<file path="config.mk">
export PLATFORM = sky130hd
export DESIGN_NAME = timer_datapath
export DESIGN_NICKNAME = d
export VERILOG_FILES = /design/src/rtl/timer_pkg.sv /design/src/rtl/timer_datapath_prescaler.sv /design/src/rtl/timer_datapath.sv
export SDC_FILE = /design/constraint.sdc
export NUM_CORES = 1
export LEC_CHECK = 0
export BUFFER_PORTS_ARGS = -buffer_cell sky130_fd_sc_hd__buf_2
export CORE_MARGIN = 3
export CORE_UTILIZATION = 54
export DETAILED_ROUTE_END_ITERATION = 7
export PLACE_DENSITY = 0.84
export SYNTH_ARGS = -nofsm -noshare
export SYNTH_HDL_FRONTEND = slang
export SYNTH_HIERARCHICAL = 1
export SYNTH_SLANG_ARGS = --single-unit
</file>
<file path="constraint.sdc">
create_clock -name clk -period 2.6 [get_ports clk]
set_input_delay 0.13 -clock clk [delete_from_list [all_inputs] [get_ports clk]]
set_output_delay 0.13 -clock clk [all_outputs]
set_load 0.05 [all_outputs]
</file>
<file path="src/rtl/timer_pkg.sv">
// Shared definitions for the pattern-detect/timer block.
// Holds default sizing for the delay field and prescaler, plus the state
// encoding used by the control FSM that drives timer_datapath.
package timer_pkg;

  localparam int DELAY_W_DEF        = 4;
  localparam int TICKS_PER_UNIT_DEF = 1000;
  localparam int PRESC_W            = $clog2(TICKS_PER_UNIT_DEF);

  // Control FSM states; the datapath only sees the strobes derived from them.
  typedef enum logic [2:0] {
    S_SEARCH,
    S_SHIFT,
    S_COUNT,
    S_DONE,
    S_ERROR
  } state_t;

endpackage

</file>
<file path="src/rtl/timer_datapath_prescaler.sv">
// unit_prescaler: mod-TICKS_PER_UNIT cycle counter.
// Ports:
//   clk, reset_n  clock, synchronous active-low reset
//   clr           clear to 0 (wins over en)
//   en            advance one tick
//   terminal      en & (cnt == TICKS_PER_UNIT-1): this tick wraps
//   cnt           current prescaler value
module unit_prescaler
  import timer_pkg::*;
#(
  parameter int TICKS_PER_UNIT = TICKS_PER_UNIT_DEF,
  parameter int CNT_W          = $clog2(TICKS_PER_UNIT)
) (
  input  logic             clk,
  input  logic             reset_n,
  input  logic             clr,
  input  logic             en,
  output logic             terminal,
  output logic [CNT_W-1:0] cnt
);

  localparam logic [CNT_W-1:0] LAST = CNT_W'(TICKS_PER_UNIT - 1);

  logic [CNT_W-1:0] cnt_q, cnt_d;

  always_comb begin
    cnt_d = cnt_q;
    if (clr)     cnt_d = '0;
    else if (en) cnt_d = (cnt_q == LAST) ? '0 : cnt_q + 1'b1;
  end

  always_ff @(posedge clk) begin
    if (!reset_n) cnt_q <= '0;
    else          cnt_q <= cnt_d;
  end

  assign cnt      = cnt_q;
  assign terminal = en & (cnt_q == LAST);

endmodule

</file>
<file path="src/rtl/timer_datapath.sv">
// timer_datapath: datapath partner of the pattern-detect/timer FSM.
// Shifts a DELAY_W-bit delay in MSB first, then counts
// (delay+1)*TICKS_PER_UNIT cycles and flags the final one.
// Ports:
//   clk, reset_n   clock, synchronous active-low reset
//   data           serial delay bit, sampled while shift_ena=1
//   shift_ena      shift data into the delay register
//   counting       timer running
//   done_counting  final cycle of the count (combinational from state)
//   count          remaining whole units / shift register contents
//   proto_err      sticky: shift_ena and counting high together
module timer_datapath
  import timer_pkg::*;
#(
  parameter int DELAY_W        = DELAY_W_DEF,
  parameter int TICKS_PER_UNIT = TICKS_PER_UNIT_DEF
) (
  input  logic               clk,
  input  logic               reset_n,
  input  logic               data,
  input  logic               shift_ena,
  input  logic               counting,
  output logic               done_counting,
  output logic [DELAY_W-1:0] count,
  output logic               proto_err
);

  localparam int               PW   = $clog2(TICKS_PER_UNIT);
  localparam logic [PW-1:0]    LAST = PW'(TICKS_PER_UNIT - 1);

  logic [DELAY_W-1:0] rem_q, rem_d;
  logic               perr_q, perr_d;
  logic               run;
  logic               unit_wrap;
  logic [PW-1:0]      presc_cnt;

  // Shift wins over counting; any cycle not actively counting clears the
  // prescaler, so an interrupted unit restarts from scratch.
  assign run = counting & ~shift_ena;

  unit_prescaler #(
    .TICKS_PER_UNIT(TICKS_PER_UNIT),
    .CNT_W         (PW)
  ) u_presc (
    .clk     (clk),
    .reset_n (reset_n),
    .clr     (~run),
    .en      (run),
    .terminal(unit_wrap),
    .cnt     (presc_cnt)
  );

  always_comb begin
    rem_d  = rem_q;
    perr_d = perr_q | (shift_ena & counting);
    if (shift_ena)
      rem_d = {rem_q[DELAY_W-2:0], data};
    else if (unit_wrap && rem_q != '0)
      rem_d = rem_q - 1'b1;   // saturate at 0: last unit repeats on re-run
  end

  always_ff @(posedge clk) begin
    if (!reset_n) begin
      rem_q  <= '0;
      perr_q <= 1'b0;
    end else begin
      rem_q  <= rem_d;
      perr_q <= perr_d;
    end
  end

  assign done_counting = run & (rem_q == '0) & (presc_cnt == LAST);
  assign count         = rem_q;
  assign proto_err     = perr_q;

endmodule
</file>
==> key figures <==
Run status
  – Status: finished clean

Place
  – Dpl ws: roughly 0.55 ns
  – I/O Buffers: 10
  – Final HPWL DP: 1130 um
  – RD Place Congestion: slightly below 0.9

Timing
  – Worst setup margin: about 0.43 ns
  – Period minus WS final: roughly 2.2 ns
  – Fin. max-slew vios: 0
  – Final Hold Fails: 0
  – Final setup vio count: 0
  – Worst Tran Pin Value: approximately 0.42 ns
  – RSZ-0062 raised after global routing: false
  – Fmax: ~460 MHz
  – Setup TNS: 0 ns
  – Final hold slack: 0.0921 ns
  – Relative slew slack: between 70% and 80%
  – Crit share post-route: 83.6%
  – Fin Clk Skew: 0.00270 ns

Global route
  – First-pass GRT wire length: ~2700 um
  – GRT Overall Usage: a little under a fifth
  – Largest net degree at the start of global routing: 13
  – Global route overflow: 0
  – Number of global-route vias before repair: approximately 600
  – Antenna violations before repair: 0

Setup path
  – Worst path max stage delay: around 0.44 ns
  – Worst EP required: around 2.8 ns
  – Crit Reg-Reg Startpoint: u_presc/cnt[0]$_SDFFE_PP0P_
  – Buf+Inv Stages, Crit Path: 0
  – CP startpoint: u_presc/cnt[0]$_SDFFE_PP0P_
  – Endpoint class of the critical path: flop
  – Crit-path cells: ha_1, and4bb_2, nand2_1, nor2_1, nor3b_1, mux2i_1, o31ai_1
  – Arrival time at the worst endpoint: roughly 2.3 ns
  – Crit-path leading delay family: simple AND/OR/NAND/NOR gates
  – Worst setup path class: flop to flop
  – Max FO, Critical Path: 7
  – Worst path slowest cell: dfxtp_1
  – CP Launch Type: flop

Synth
  – Synth Warn #: 6
  – Avg Cell Area, Syn: about 8.6 um2
  – Mux contribution to synthesized area: 2.55%
  – Post-synthesis sequential area ratio: 38.3%
  – Cell Area, Synth: between 700 and 800 um2
  – Synth Area in XOR/XNOR: roughly 6.7%
  – Post-Syn Nets: around 100
  – Post-Synthesis Cells: 91
  – Yosys reg bits: 15
  – Count of different cell masters after synthesis: 32
  – Simple-gate area share of the yosys netlist: 34.1%
  – Synth Area in Compound Gates: about an eighth
  – Largest family of logic cells by synthesized area: simple AND/OR/NAND/NOR gates
  – Synth Area in Adders: about 3.2%

Clock tree
  – Clk Latency, worst-skew pair: ~0.28 ns
  – Post CTS Setup Buffer Count: 0
  – Clock Tree Buf Depth: 2
  – Htree depth: 1
  – CTS root buffer: clkbuf_4
  – Number of buffers created by CTS: 3
  – Hold_buf cts: 0
  – Post-CTS resize count: 0
  – Clock Sinks: 15
  – CTS tree: done
  – Clock slew at reported path FFs: 0.09 ns

Final layout
  – Ratio of cells with drive above 1 in the final layout: approximately 18%
  – Most common cell after layout, fill and taps aside: dfxtp_1
  – Fill cell count: ~120
  – Register area: roughly 300 um2
  – Most frequent cells in the layout: 15 x dfxtp_1, 12 x nor2_1, 11 x nand3_1, 10 x buf_2, 5 x nand4_1
  – Fin nets: between 100 and 150
  – Area grow syn2layout: 11.6%
  – Multi-input logic area: 465 um2
  – ANT cells: 0

Floorplan
  – Die Ht: approximately 44 um
  – Starting Density: 58.8%
  – IO Pins: 11
  – Horiz. Die Dim: about 44 um
  – Full die area: about 0.002 mm2
  – Core Footprint: 0.00133 mm2
  – Row count: 13

Routing
  – Vias per cell: between 5 and 6
  – Wire per inst: between 10 and 15 um
  – Routed WL: 1580 um
  – Initial DRT Pass Iterations: 4
  – Iter 0 DRT Violations: 29
  – Remaining routing DRC violations: 0
  – Remaining antenna violation count after routing: 0
  – Via Count: about 700

Pwr
  – Switch Pwr: about 0.11 mW
  – Switching Share: a little over a quarter
  – Combinational cell fraction of total power: between 10% and 20%
  – Part of the power in registers: between 50% and 60%
  – Clk network pwr share: 31.8%
  – P_leak: 0.318 nW
  – Worst vdd ir: 0.281 mV
  – P_int: 0.309 mW
  – Cell Pwr Density: 480 mW/mm2

Job
  – Max cap viols: 0

Hold path
  – HP Start: data
  – Hold crit path type: primary input to flop
state kept, by name, indices dropped and copies added (netlist names):
signal / flops
count: 4
u_presc/cnt: 10
proto_err: 1
cell usage after synthesis:
master	count	share of area (%)
o21bai_1	1	0.96
or3_1	1	0.80
and4_4	1	1.4
nand4_1	5	4.0
o31ai_1	1	0.96
xor2_1	4	4.5
nand2b_1	2	1.6
xnor2_1	2	2.2
nor4bb_1	1	1.3
nor2_1	12	5.7
and3_2	1	0.96
and4b_1	1	1.3
a2111o_1	2	2.9
a22oi_1	1	0.96
and2_2	1	0.96
nand2_1	4	1.9
ha_1	2	3.2
a31oi_1	2	1.6
dfxtp_1	15	38
and4bb_2	1	1.6
nand3_2	1	1.3
a21oi_1	3	1.9
mux2i_1	2	2.6
nor3_1	3	1.9
nor3b_1	1	0.96
nand3_1	11	7.0
inv_1	4	1.9
clkbuf_1	1	0.48
o211ai_1	1	0.96
a211oi_1	2	1.9
o21ai_0	1	0.64
or3b_4	1	1.4
layout make-up:
type,count,share of cell area (%)
Timing Repair Buffer,10,5.71
Multi-Input combinational cell,71,53.1
Sequential cell,15,34.3
Tap cell,15,2.14
Clock buffer,4,3.00
Inverter,4,1.71
power by group through the flow:
stage	clock (mW)	combinational (mW)	sequential, mW
2_1_floorplan	0	0.0221	0.257
3_3_place_gp	0	0.0475	0.243
3_5_place_dp	0	0.0486	0.244
4_1_cts	0.138	0.0487	0.238
5_1_grt	0.147	0.0529	0.239
6_report	0.134	0.0486	0.238
worst reg2reg max path: cells and delay by family, from the launching register on:
kind | cells | cell delay, ns
flops | 1 | 0.44
mux | 1 | 0.22
fa+ha+maj | 1 | 0.29
compound gates | 1 | 0.08
simple gates | 4 | 1.03
worst paths after layout:
kind,slack [ns],depth (start not counted),end
setup / recovery,0.43,7,count[3]$_SDFFE_PN0P_
hold / removal,0.09,3,count[0]$_SDFFE_PN0P_
setup reg to reg,0.43,7,count[3]$_SDFFE_PN0P_
hold reg to reg,0.47,2,proto_err$_SDFF_PN0_
metal layers:
layer	vias to the layer above	global-route usage (%)	wire length [um]
li1	362	-	-
met1	309	27.3	766
met2	24	26.2	706
met3	2	4.88	92
met4	0	9.04	12
met5	-	0	0
through the flow:
step                instances  utilization, %  area [um2]  power, mW
floorplan                  91               -         785      0.279
global placement          115            63.7         850      0.291
detailed placement        115            63.7         850      0.292
CTS                       119            65.7         876      0.425
global route              119            65.7         876      0.439
finish                    119            65.7         876      0.421
logic make-up after synthesis:
family | count (synthesis)
mux | 2
xor+xnor | 6
simple gates | 47
buf+inv | 5
compound gates | 14
flops | 15
fa+ha+maj | 2
(Power assumes the default switching activity.)
